### src/rtl/mpmc11_pkg.sv
// Shared types and command encodings for the mpmc11 memory port sequencer.
package mpmc11_pkg;

  typedef enum logic [2:0] {
    IDLE        = 3'd0,
    PRESET1     = 3'd1,
    PRESET2     = 3'd2,
    READ_DATA0  = 3'd3,
    READ_DATA1  = 3'd4,
    WRITE_DATA0 = 3'd5,
    WRITE_DATA1 = 3'd6,
    ACK         = 3'd7
  } mpmc11_state_t;

  localparam logic [2:0] CMD_WRITE = 3'b000;
  localparam logic [2:0] CMD_READ  = 3'b001;

endpackage

### src/rtl/mpmc11_addr_gen.sv
// Beat address generator: loads the aligned base in PRESET2 and steps by one
// beat on every accepted command except the last, so app_addr names the beat in flight.
module mpmc11_addr_gen
  import mpmc11_pkg::*;
#(
  parameter int WID = 256
) (
  input  logic          clk,
  input  logic          rst,
  input  mpmc11_state_t state_i,
  input  logic          rdy_i,
  input  logic          wdf_rdy_i,
  input  logic [7:0]    burst_len_i,
  input  logic [7:0]    burst_cnt_i,
  input  logic [29:5]   addr_base_i,
  output logic [31:0]   app_addr_o
);

  localparam logic [29:0] INC_AMT = 30'(WID / 8);

  logic [31:0] addr_q, addr_d;
  logic        more_beats;

  assign more_beats = (burst_cnt_i != burst_len_i);

  // Bits 31:30 are never loaded or carried into, so they stay zero.
  always_comb begin
    addr_d = addr_q;
    case (state_i)
      PRESET2:     addr_d = {2'b00, addr_base_i, 5'h0};
      READ_DATA0:  if (rdy_i && more_beats)
                     addr_d = {2'b00, addr_q[29:0] + INC_AMT};
      WRITE_DATA1: if (rdy_i && wdf_rdy_i && more_beats)
                     addr_d = {2'b00, addr_q[29:0] + INC_AMT};
      default:     addr_d = addr_q;
    endcase
  end

  always_ff @(posedge clk) begin
    if (rst) addr_q <= '0;
    else     addr_q <= addr_d;
  end

  assign app_addr_o = addr_q;

endmodule

### src/rtl/mpmc11_burst_ctrl.sv
// Per-transaction burst sequencer for the mpmc11 port: takes one granted request
// and drives the app_* command / write-data / read-data handshakes beat by beat.
module mpmc11_burst_ctrl
  import mpmc11_pkg::*;
#(
  parameter int WID = 256
) (
  input  logic             clk,
  input  logic             rst,
  input  logic             req,
  input  logic             we,
  input  logic [31:0]      addr_base_i,
  input  logic [7:0]       burst_len_i,
  input  logic [WID-1:0]   wdata,
  input  logic [WID/8-1:0] wbe,
  input  logic             wvalid,
  output logic             wready,
  output logic [WID-1:0]   rdata,
  output logic             rvalid,
  output logic             rlast,
  output logic             busy,
  output logic             done,
  output mpmc11_state_t    state,
  output logic [7:0]       burst_cnt,
  output logic             app_en,
  output logic [2:0]       app_cmd,
  output logic [31:0]      app_addr,
  input  logic             app_rdy,
  output logic [WID-1:0]   app_wdf_data,
  output logic [WID/8-1:0] app_wdf_mask,
  output logic             app_wdf_wren,
  output logic             app_wdf_end,
  input  logic             app_wdf_rdy,
  input  logic [WID-1:0]   app_rd_data,
  input  logic             app_rd_data_valid
);

  // Handshakes: a beat/command transfers on a clock edge where its valid and
  // ready are both high; once valid is raised its payload holds until then.
  mpmc11_state_t    state_q, state_d;
  logic             we_q, we_d;
  logic [29:5]      base_q, base_d;
  logic [7:0]       len_q, len_d;
  logic [7:0]       burst_cnt_q, burst_cnt_d;
  logic [7:0]       rd_cnt_q, rd_cnt_d;
  logic [WID-1:0]   wdata_q, wdata_d;
  logic [WID/8-1:0] wmask_q, wmask_d;
  logic             rd_beat, rd_last;
  logic             addr_bits_unused;

  // Only the beat-aligned, 30-bit reachable part of the base is meaningful.
  assign addr_bits_unused = ^{addr_base_i[31:30], addr_base_i[4:0]};

  assign rd_beat = ((state_q == READ_DATA0) || (state_q == READ_DATA1)) && app_rd_data_valid;
  assign rd_last = rd_beat && (rd_cnt_q == len_q);

  always_ff @(posedge clk) begin
    if (rst) begin
      state_q     <= IDLE;
      we_q        <= 1'b0;
      base_q      <= '0;
      len_q       <= '0;
      burst_cnt_q <= '0;
      rd_cnt_q    <= '0;
      wdata_q     <= '0;
      wmask_q     <= '0;
    end else begin
      state_q     <= state_d;
      we_q        <= we_d;
      base_q      <= base_d;
      len_q       <= len_d;
      burst_cnt_q <= burst_cnt_d;
      rd_cnt_q    <= rd_cnt_d;
      wdata_q     <= wdata_d;
      wmask_q     <= wmask_d;
    end
  end

  always_comb begin
    state_d     = state_q;
    we_d        = we_q;
    base_d      = base_q;
    len_d       = len_q;
    burst_cnt_d = burst_cnt_q;
    rd_cnt_d    = rd_cnt_q;
    wdata_d     = wdata_q;
    wmask_d     = wmask_q;
    case (state_q)
      IDLE: if (req) begin
        we_d    = we;
        base_d  = addr_base_i[29:5];
        len_d   = burst_len_i;
        state_d = PRESET1;
      end
      PRESET1: begin
        burst_cnt_d = '0;
        rd_cnt_d    = '0;
        state_d     = PRESET2;
      end
      PRESET2: state_d = we_q ? WRITE_DATA0 : READ_DATA0;
      READ_DATA0: if (app_rdy) begin
        burst_cnt_d = burst_cnt_q + 8'd1;
        if (burst_cnt_q == len_q) state_d = READ_DATA1;
      end
      READ_DATA1: state_d = READ_DATA1;
      WRITE_DATA0: if (wvalid) begin
        wdata_d = wdata;
        wmask_d = ~wbe;
        state_d = WRITE_DATA1;
      end
      WRITE_DATA1: if (app_rdy && app_wdf_rdy) begin
        burst_cnt_d = burst_cnt_q + 8'd1;
        state_d     = (burst_cnt_q == len_q) ? ACK : WRITE_DATA0;
      end
      ACK:     state_d = IDLE;
      default: state_d = IDLE;
    endcase
    // The final read beat wins even when it lands alongside the final command.
    if (rd_beat) rd_cnt_d = rd_cnt_q + 8'd1;
    if (rd_last) state_d = ACK;
  end

  always_comb begin
    wready       = 1'b0;
    app_en       = 1'b0;
    app_cmd      = '0;
    app_wdf_data = '0;
    app_wdf_mask = '0;
    app_wdf_wren = 1'b0;
    app_wdf_end  = 1'b0;
    busy         = (state_q != IDLE);
    done         = (state_q == ACK);
    rvalid       = rd_beat;
    rlast        = rd_last;
    rdata        = rd_beat ? app_rd_data : '0;
    case (state_q)
      READ_DATA0: begin
        app_en  = 1'b1;
        app_cmd = CMD_READ;
      end
      WRITE_DATA0: wready = wvalid;
      WRITE_DATA1: begin
        app_en       = 1'b1;
        app_cmd      = CMD_WRITE;
        app_wdf_data = wdata_q;
        app_wdf_mask = wmask_q;
        app_wdf_wren = 1'b1;
        app_wdf_end  = 1'b1;
      end
      default: app_en = 1'b0;
    endcase
  end

  assign state     = state_q;
  assign burst_cnt = burst_cnt_q;

  mpmc11_addr_gen #(.WID(WID)) u_addr_gen (
    .clk         (clk),
    .rst         (rst),
    .state_i     (state_q),
    .rdy_i       (app_rdy),
    .wdf_rdy_i   (app_wdf_rdy),
    .burst_len_i (len_q),
    .burst_cnt_i (burst_cnt_q),
    .addr_base_i (base_q),
    .app_addr_o  (app_addr)
  );

endmodule

### config.mk
export PLATFORM = sky130hd
export DESIGN_NAME = mpmc11_burst_ctrl
export DESIGN_NICKNAME = d
export VERILOG_FILES = /design/src/rtl/mpmc11_pkg.sv /design/src/rtl/mpmc11_addr_gen.sv /design/src/rtl/mpmc11_burst_ctrl.sv
export SDC_FILE = /design/constraint.sdc
export NUM_CORES = 1
export LEC_CHECK = 0
export CAP_MARGIN = 20
export CORE_AREA = 2 2 465 467
export DETAILED_ROUTE_END_ITERATION = 16
export DIE_AREA = 0 0 467 469
export DONT_BUFFER_PORTS = 1
export GPL_ROUTABILITY_DRIVEN = 0
export PLACE_DENSITY = 0.31
export SYNTH_ARGS = -nofsm -noshare
export SYNTH_HDL_FRONTEND = slang
export SYNTH_SLANG_ARGS = --single-unit
### constraint.sdc
create_clock -name clk -period 3.55 [get_ports clk]
set_input_delay 0.71 -clock clk [delete_from_list [all_inputs] [get_ports clk]]
set_output_delay 0.71 -clock clk [all_outputs]
set_load 0.02 [all_outputs]
* Yosys cells after proc, flatten, opt, wreduce, memory -nomap -nowiden
Index checks and enable logic that the tools add are counted.
** Word-level totals
- Register bits after elaboration :: 373
- Bits in latches :: 0
- RAM bits :: 0
- Memory bits (read-only) :: 0
- Bits of input ports :: 592
- Output and inout port bits :: 598
- Logic and storage cells :: 73
- Memories :: 0
** Cells by class
- Add/sub/neg operators :: 3
- Multipliers :: 0
- Divide/modulo/power cells :: 0
- Magnitude comparators :: 0
- Eq/ne operators :: 19
- Shift-type cells :: 0
- Mux-type cells :: 24
- Bitwise gates (word level) :: 1
- Reduce and logical (&&, ||, !) cells :: 17
** Operator list (number)
- $mux W256 :: 2
- $mux W32 :: 3
- $pmux W32 S3 :: 1
- $mux W8 :: 4
- $not A32 Y32 :: 1
- $add A30 B6 Y30 const B :: 1
- $pmux W3 S8 :: 1
- $pmux W8 S3 :: 1
- $mux W3 :: 7
- $add A8 B1 Y8 const B :: 2
- $eq A8 B8 Y1 :: 2
- $eq A3 B3 Y1 const B :: 4
- $ne A3 B3 Y1 const B :: 4
- $reduce_bool A3 Y1 :: 3
- $ne A8 B8 Y1 :: 1
- $eq A3 B2 Y1 const B :: 2
- $reduce_and A3 Y1 :: 2
- $logic_and A1 B1 Y1 :: 5
- $reduce_and A5 Y1 :: 1
- $mux W1 :: 4
- $ne A2 B1 Y1 const B :: 2
- $ne A2 B2 Y1 const B :: 2
- $reduce_and A2 Y1 :: 2
- $eq A3 B1 Y1 const B :: 1
- other kinds (6) :: 6

* Longest topological paths before layout
Gate-level depths: netlist of the first run.
- Word-level depth :: 6
- Mapped depth :: 10

* Modules after synthesis
From an unflattened synthesis of the first run, not the netlist that was laid out.
** Second synthesis, totals
- Cells, all modules :: 2410
- Area, all modules :: 17879.6 um^2
** Modules (own cells, without submodules)
- mpmc11_burst_ctrl :: times used 1, cells an instance 2168, area an instance 15965.3 um^2
- mpmc11_addr_gen :: times used 1, cells an instance 242, area an instance 1914.3 um^2

* Least setup slack after synthesis of the first run
No wires, ideal clock.
- Path type :: register to output
- From :: register state_q[2], in the netlist state[2]
- To :: output port rdata[100]
- Arrival time :: 1.903 ns
- Data required time :: 2.840 ns
- Path slack :: 0.937 ns
- Stages on the path, launching flop included :: 9
- Cell sequence :: dfxtp_1 -> buf_4 -> and3b_1 -> o21ai_2 -> inv_2 -> buf_4 -> buf_2 -> clkbuf_1 -> and2_1
** Between the ends
- Longest elaborated chain between the ends :: 4
- Elaborated cells between the ends (all ways) :: 5
** RTL lines
- start, declared :: RTL line mpmc11_burst_ctrl.sv:40 : mpmc11_state_t state_q, state_d;
- start signal, assigned :: RTL line mpmc11_burst_ctrl.sv:68 : state_q <= state_d;
- $eq A3 B2 Y1 or $eq A3 B3 Y1 (tied branches) :: RTL line mpmc11_burst_ctrl.sv:54 : assign rd_beat = ((state_q == READ_DATA0) || (state_q == READ_DATA1)) && app_rd_data_valid;
- $logic_or A1 B1 Y1 * :: RTL line mpmc11_burst_ctrl.sv:54
- $logic_and A1 B1 Y1 * :: RTL line mpmc11_burst_ctrl.sv:54
- $mux W256 * :: RTL line mpmc11_burst_ctrl.sv:135 : rdata = rd_beat ? app_rd_data : '0;
- end, declared :: RTL line mpmc11_burst_ctrl.sv:18 : output logic [WID-1:0] rdata,
Every way passes the cells marked *; elsewhere a longest branch is shown, timed or not.

* Final worst setup path of the first run
- From :: register state_q[0], in the netlist state[0]
- To :: output port rdata[127]
** Between the ends
- Longest elaborated chain between the ends :: 4
- Elaborated cells between the ends (all ways) :: 5
** RTL lines
- $eq A3 B2 Y1 or $eq A3 B3 Y1 (tied branches) :: RTL line mpmc11_burst_ctrl.sv:54
- $logic_or A1 B1 Y1 * :: RTL line mpmc11_burst_ctrl.sv:54
- $logic_and A1 B1 Y1 * :: RTL line mpmc11_burst_ctrl.sv:54
- via rvalid :: RTL line mpmc11_burst_ctrl.sv:19 : output logic rvalid,
- $mux W256 * :: RTL line mpmc11_burst_ctrl.sv:135
Mark *: on every way through the listed nets, which the timed path passes. The rest lies on a longest branch.

==> results.py, run 1 <==
metrics = {
    "clock_tree": {
        "post_cts_buffers": 0,
        "cts_max_path_buffers": 3,
        "cts.clk_slew.worst_paths_ns": 0.06,
        "clockRootBuffer": "clkbuf_16",
        "cts_tree": "built",
        "cts_max_level": 2,
        "numCtsBuffers": 51,
        "clkLatencyLatePin_ns": 0.66,
        "clock_sinks": 366,
    },
    "pwr": {
        "leakage_nw": 8.43,
        "p_per_area_nw_per_um2": 440,
        "ir_worst_vdd_v": 0.000321,
        "power.total_mw": 11.5,
    },
    "worst_setup_path": {
        "path_class": "reg2out",
        "crit_top_cell": "buf_4",
        "cp-startpoint": "state[0]",
        "arrival_ns": 2.63,
        "crit_buf_inv": 4,
        "cp-start-kind": "register",
        "path_max_fanout": 105,
        "cp.required_ns": 2.84,
        "crit_slowest_cell": "dfxtp_1",
        "worstPathCellList": "buf_4 > nor3b_1 > o21ai_2 > inv_6 > buf_16 > and2_1 > buf_4",
        "cpPeakStageDelay_ns": 0.33,
        "crit_path_end_kind": "primary output",
        "r2r_start": "state[0]",
        "critPathTopFamily": "buffers and inverters",
    },
    "layout": {
        "finalCoreUtilization_pct": 12.2,
        "fillCellCount": 24600,
        "drive_above_1_share_pct": 14.2,
        "fin_nets": 3060,
        "area_growth_syn_to_layout_pct": 49.2,
        "final_area_um2": 26000,
    },
    "timing": {
        "period_share_pct": 94.0,
        "worstMarginPinSlew_ns": 0.892,
        "slew-limit-headroom_pct": 40.6,
        "rsz0062_at_grt": "no",
        "period_needed_ns": 3.34,
        "fmax_mhz": 300,
        "final_hold_viol_count": 0,
        "setup_viol": 0,
        "setup_tns_ns": 0,
        "finalClockSkew_ns": 0.0446,
        "final_max_slew_viol_count": 0,
    },
    "floorplanning": {
        "die_x_um": 467,
        "die-height_um": 469,
        "core_area_um2": 214000,
        "start_util_pct": 8.17,
        "dieArea_um2": 219000,
        "rows": 170,
        "ios": 1190,
    },
    "routing": {
        "dr.pass1.iters": 5,
        "drt_iter0_drc": 1108,
        "vias": 17400,
        "drt_wl_total_um": 150000,
        "vias_per_cell": 3.24,
        "ant_nets": 0,
        "wl_per_cell_um": 27.9,
        "drc_errors": 0,
    },
    "synth": {
        "syn-cell-area_um2": 17500,
        "yosysMostFrequentCell": "nand2_1",
        "syn-instance-count": 2354,
        "synth_seq_cells": 366,
        "synth.area.top_cells": "dfxtp_1 42%, and2_1 20%, nand2_1 14%, a21oi_1 9.5%, clkbuf_1 2.5%",
        "synth-seq-area-share_pct": 42.0,
        "synthMuxAreaShare_pct": 0.315,
        "synth_top_family_by_area": "simple AND/OR/NAND/NOR gates",
        "synth-simple-area-share_pct": 37.6,
        "synth_common_cells": "629 x nand2_1, 545 x and2_1, 366 x dfxtp_1",
        "synth-edff-count": 0,
        "synth_top_area_share_pct": 42.0,
        "synth_top_area_cell": "dfxtp_1",
        "synth.distinct_cells": 57,
        "synth_top_flop_cell": "dfxtp_1",
        "synth_xor_area_share_pct": 1.20,
        "async_flop_share_pct": 0,
        "yosysWarningCount": 0,
        "syn_area_per_cell_um2": 7.42,
        "synth-compound-area-share_pct": 13.4,
        "synthAdderAreaFrac_pct": 0.215,
    },
    "place": {
        "port-buffer-count": 0,
        "dpl_cell_area_um2": 24200,
        "hpwl_um": 127000,
    },
    "hold_path": {
        "min-delay-path-class": "in2reg",
        "worstHoldStart": "wbe[8]",
    },
    "grt": {
        "grt_pass1_vias": 16300,
        "grt_usage_pct": 12.9,
        "grt_pass1_wl_um": 184000,
        "grt_overflow": 0,
        "antenna_found_initial": 173,
        "grt_max_degree": 368,
    },
    "run_status": {
        "status": "finished, final reports clean",
    },
    "run": {
        "maxCapViolations": 0,
    },
}
## cells in the final DEF, fill, tap and decap left out, drive strengths merged, types with 3 or more instances in the layout
cell type,count
nand2,630
and2,545
dfxtp,366
a21oi,330
buf,249
clkbuf,67
nor2,66
a211oi,45
o21ai,26
nand3,20
xnor2,19
diode,18
nand4,17
clkinv,15
nor3,11
inv,11
nand2b,9
conb,9
and3,6
bufinv,6
xor2,5
o32ai,5
nor2b,4
o31ai,4
clkinvlp,4
mux2,4
nor4,4
o22ai,3
a31oi,3
ha,3
## final cells by class
class	count	area (um^2)	area share, %
Timing Repair Buffer	249	4040	15.5
Inverter	9	46.3	0.178
Clock inverter	27	337	1.29
Antenna cell	18	45.0	0.173
Tap cell	2838	3550	13.6
Clock buffer	67	1440	5.51
Sequential cell	366	7330	28.1
Multi-Input combinational cell	1788	9260	35.6
## worst paths after layout
kind	endpoint	slack, ns	depth (start not counted)
max	rdata[127]	0.21	7
min	wmask_q[8]	0.14	1
max reg2reg	wdata_q[183]	0.90	7
min reg2reg	wdata_q[55]	0.45	2
## worst register-to-register path: cells and delay by family, from the launching register on
| kind | cells | cell delay, ns |
|---|---|---|
| flops | 1 | 0.37 |
| simple gates | 3 | 0.73 |
| compound gates | 1 | 0.19 |
| buf+inv | 3 | 1.26 |
## logic make-up after synthesis
logic type / count (synthesis)
simple gates: 1320
compound gates: 427
flops: 366
buf+inv: 208
xor+xnor: 24
mux: 5
fa+ha+maj: 3
other cells: 1
## power breakdown
group | internal, mW | switching (mW) | total, mW
logic | 0.568 | 0.950 | 1.52
registers | 4.23 | 0.190 | 4.42
clock network | 3.29 | 2.24 | 5.53
total | 8.09 | 3.38 | 11.5
## state kept, by name, indices dropped and copies added, names as in the netlist
register and cells:
base_q 25, burst_cnt 8, len_q 8, rd_cnt_q 8, state 3, u_addr_gen.app_addr_o 25
wdata_q 256, we_q 1, wmask_q 32
## timing repair
| action | CTS | global route |
|---|---|---|
| resized for setup | 0 | 3 |
| endpoints found under the setup margin | 0 | 3 |
| hold buffers | 0 | 0 |
## per-stage QoR
step	hold WS, ns	setup slack, ns	cells
after floorplan	0.432	0.937	2362
after global placement	0.436	0.883	5250
after detailed placement	0.439	0.856	5250
after CTS	0.0493	0.0827	5344
after global routing	0.0725	0.000463	5352
final	0.137	0.214	5362
## per-layer routing
metal  GRT usage (%)  vias up  wire (um)
met1            15.9     8045      63500
met2            17.8     1108      58400
met5               0        -        399
met3            9.58      341      24200
met4            2.67       62       3360
li1                -     7798          -
Power figures use the tool's default switching activity.
==> inputs of run 2 (changes only) <==
--- a/config.mk
+++ b/config.mk
@@ -6,9 +6,9 @@
 export NUM_CORES = 1
 export LEC_CHECK = 0
 export CAP_MARGIN = 20
-export CORE_AREA = 2 2 465 467
+export CORE_AREA = 2 2 468 470
 export DETAILED_ROUTE_END_ITERATION = 16
-export DIE_AREA = 0 0 467 469
+export DIE_AREA = 0 0 470 472
 export DONT_BUFFER_PORTS = 1
 export GPL_ROUTABILITY_DRIVEN = 0
 export PLACE_DENSITY = 0.31
==> constraint.sdc (replaced) <==
create_clock -name clk -period 3.3 [get_ports clk]
set_input_delay 0.66 -clock clk [delete_from_list [all_inputs] [get_ports clk]]
set_output_delay 0.66 -clock clk [all_outputs]
set_load 0.02 [all_outputs]
==> results.py, run 2 (same netlist as run 1, synthesis figures left out) <==
metrics = {
    "place": {
        "dpl_cell_area_um2": 24900,
        "port-buffer-count": 0,
        "hpwl_um": 128000,
    },
    "pwr": {
        "p_per_area_nw_per_um2": 470,
        "pwr-share-seq_pct": 37.6,
        "leakage_nw": 8.80,
        "ir_worst_vdd_v": 0.000328,
        "internal_power_mw": 8.94,
        "switching_share_pct": 29.1,
        "power.share.clock_pct": 49.1,
        "combPwrFrac_pct": 13.3,
        "p_switching_mw": 3.67,
    },
    "floorplanning": {
        "dieArea_um2": 222000,
        "die_x_um": 470,
        "start_util_pct": 8.06,
        "core_area_um2": 217000,
        "ios": 1190,
        "die-height_um": 472,
        "rows": 171,
    },
    "layout": {
        "finalCoreUtilization_pct": 12.4,
        "largest_register_ffs": 256,
        "layout_commonest_cell": "nand2_1",
        "fin_nets": 3110,
        "seqCellArea_um2": 7330,
        "top_regs": "wdata_q (256), wmask_q (32)",
        "final_area_um2": 26800,
        "fillCellCount": 24900,
        "layout_common_cells": "629 x nand2_1, 540 x and2_1, 366 x dfxtp_1",
        "area_growth_syn_to_layout_pct": 53.8,
        "regMostFlops": "wdata_q",
        "drive_above_1_share_pct": 16.0,
        "multiInputGateArea_um2": 9270,
    },
    "grt": {
        "grt_usage_pct": 12.9,
        "grt_pass1_wl_um": 188000,
        "grt_pass1_vias": 16900,
        "antenna_found_initial": 163,
        "grt_max_degree": 368,
        "grt_overflow": 0,
    },
    "timing": {
        "fmax_mhz": 317,
        "worstMarginPinSlew_ns": 1.06,
        "final_max_slew_viol_count": 0,
        "final_hold_viol_count": 0,
        "setup_viol": 0,
        "slew-limit-headroom_pct": 29.2,
        "period_share_pct": 95.5,
        "setup_tns_ns": 0,
        "rsz0062_at_grt": "no",
        "finalClockSkew_ns": 0.0176,
        "period_needed_ns": 3.15,
    },
    "worst_setup_path": {
        "cp.required_ns": 2.64,
        "cp-start-kind": "register",
        "crit_path_end_kind": "primary output",
        "path_max_fanout": 70,
        "arrival_ns": 2.49,
        "path_class": "reg2out",
    },
    "clock_tree": {
        "post_cts_buffers": 0,
        "cts_tree": "built",
        "clock_sinks": 366,
        "clkLatencyLatePin_ns": 0.63,
        "cts_max_level": 2,
        "clockRootBuffer": "clkbuf_16",
        "cts_max_path_buffers": 3,
        "numCtsBuffers": 52,
        "cts.clk_slew.worst_paths_ns": 0.07,
    },
    "routing": {
        "wl_per_cell_um": 27.6,
        "ant_nets": 0,
        "dr.pass1.iters": 8,
        "drc_errors": 0,
        "vias_per_cell": 3.28,
        "drt_iter0_drc": 1037,
        "vias": 17900,
        "drt_wl_total_um": 151000,
    },
    "hold_path": {
        "min-delay-path-class": "in2reg",
    },
    "run": {
        "maxCapViolations": 0,
    },
    "run_status": {
        "status": "finished, final reports clean",
    },
}
run 2: cell count changes in the layout (fill, tap and decap cells not counted), moves of 4 or more:
cell and delta:
buf_4 +28, buf_12 +20, clkinv_2 -4, and2_1 -4, diode_2 +19
run 2: area by class of cell:
type / count / area share, %
diodes: 37 / 0.345
flip-flops and latches: 366 / 27.3
well taps: 2854 / 13.3
clock buffers: 73 / 5.67
inverters: 9 / 0.270
repair buffers: 298 / 17.4
multi-input cells: 1788 / 34.5
clock inverters: 22 / 1.23
run 2: worst max-delay path: stages, from the launching register on:
cell and delay, ns:
dfxtp_1 0.42, and3b_1 0.22, o21ai_2 0.10, bufinv_16 0.31, buf_4 0.25, and2_1 0.28
buf_4 0.19
run 2: metal layers:
metal	global-route usage (%)	wire length, um	up-vias
met5	0.671	754	-
met4	2.94	3940	88
met3	9.94	24800	359
met2	17.8	58900	1100
met1	15.5	62200	8391
li1	-	-	7924
run 2: through the flow:
step | power (mW) | cells | worst slack, ns | hold slack [ns]
floorplan | 5.71 | 2362 | 0.737 | 0.432
global placement | 6.53 | 5315 | 0.690 | 0.438
detailed placement | 6.53 | 5315 | 0.629 | 0.439
CTS | 13.0 | 5410 | 0.0135 | 0.0154
global route | 13.2 | 5426 | 0.00230 | 0.0417
finish | 12.6 | 5447 | 0.148 | 0.120
run 2: final timing paths:
kind | startpoint | to | slack, ns | cells after the start
worst max-delay path | state[0] | rdata[218] | 0.15 | 6
worst min register to register | wdata_q[180] | wdata_q[180] | 0.45 | 2
worst max register to register | state[0] | u_addr_gen.app_addr_o[6] | 0.76 | 9
worst min-delay path | wbe[23] | wmask_q[23] | 0.12 | 1
run 2: power by group through the flow:
stage	combinational (mW)	sequential (mW)	clock (mW)
after floorplan	0.925	4.78	0
after global placement	1.69	4.84	0
after detailed placement	1.69	4.84	0
after CTS	1.70	4.75	6.51
after global routing	1.81	4.76	6.60
final	1.68	4.74	6.19
run 2: timing repair:
action / 4_1_cts / 5_1_grt
endpoints found under the setup margin: 54 / 7
hold buffers: 0 / 0
resized for setup: 4 / 7
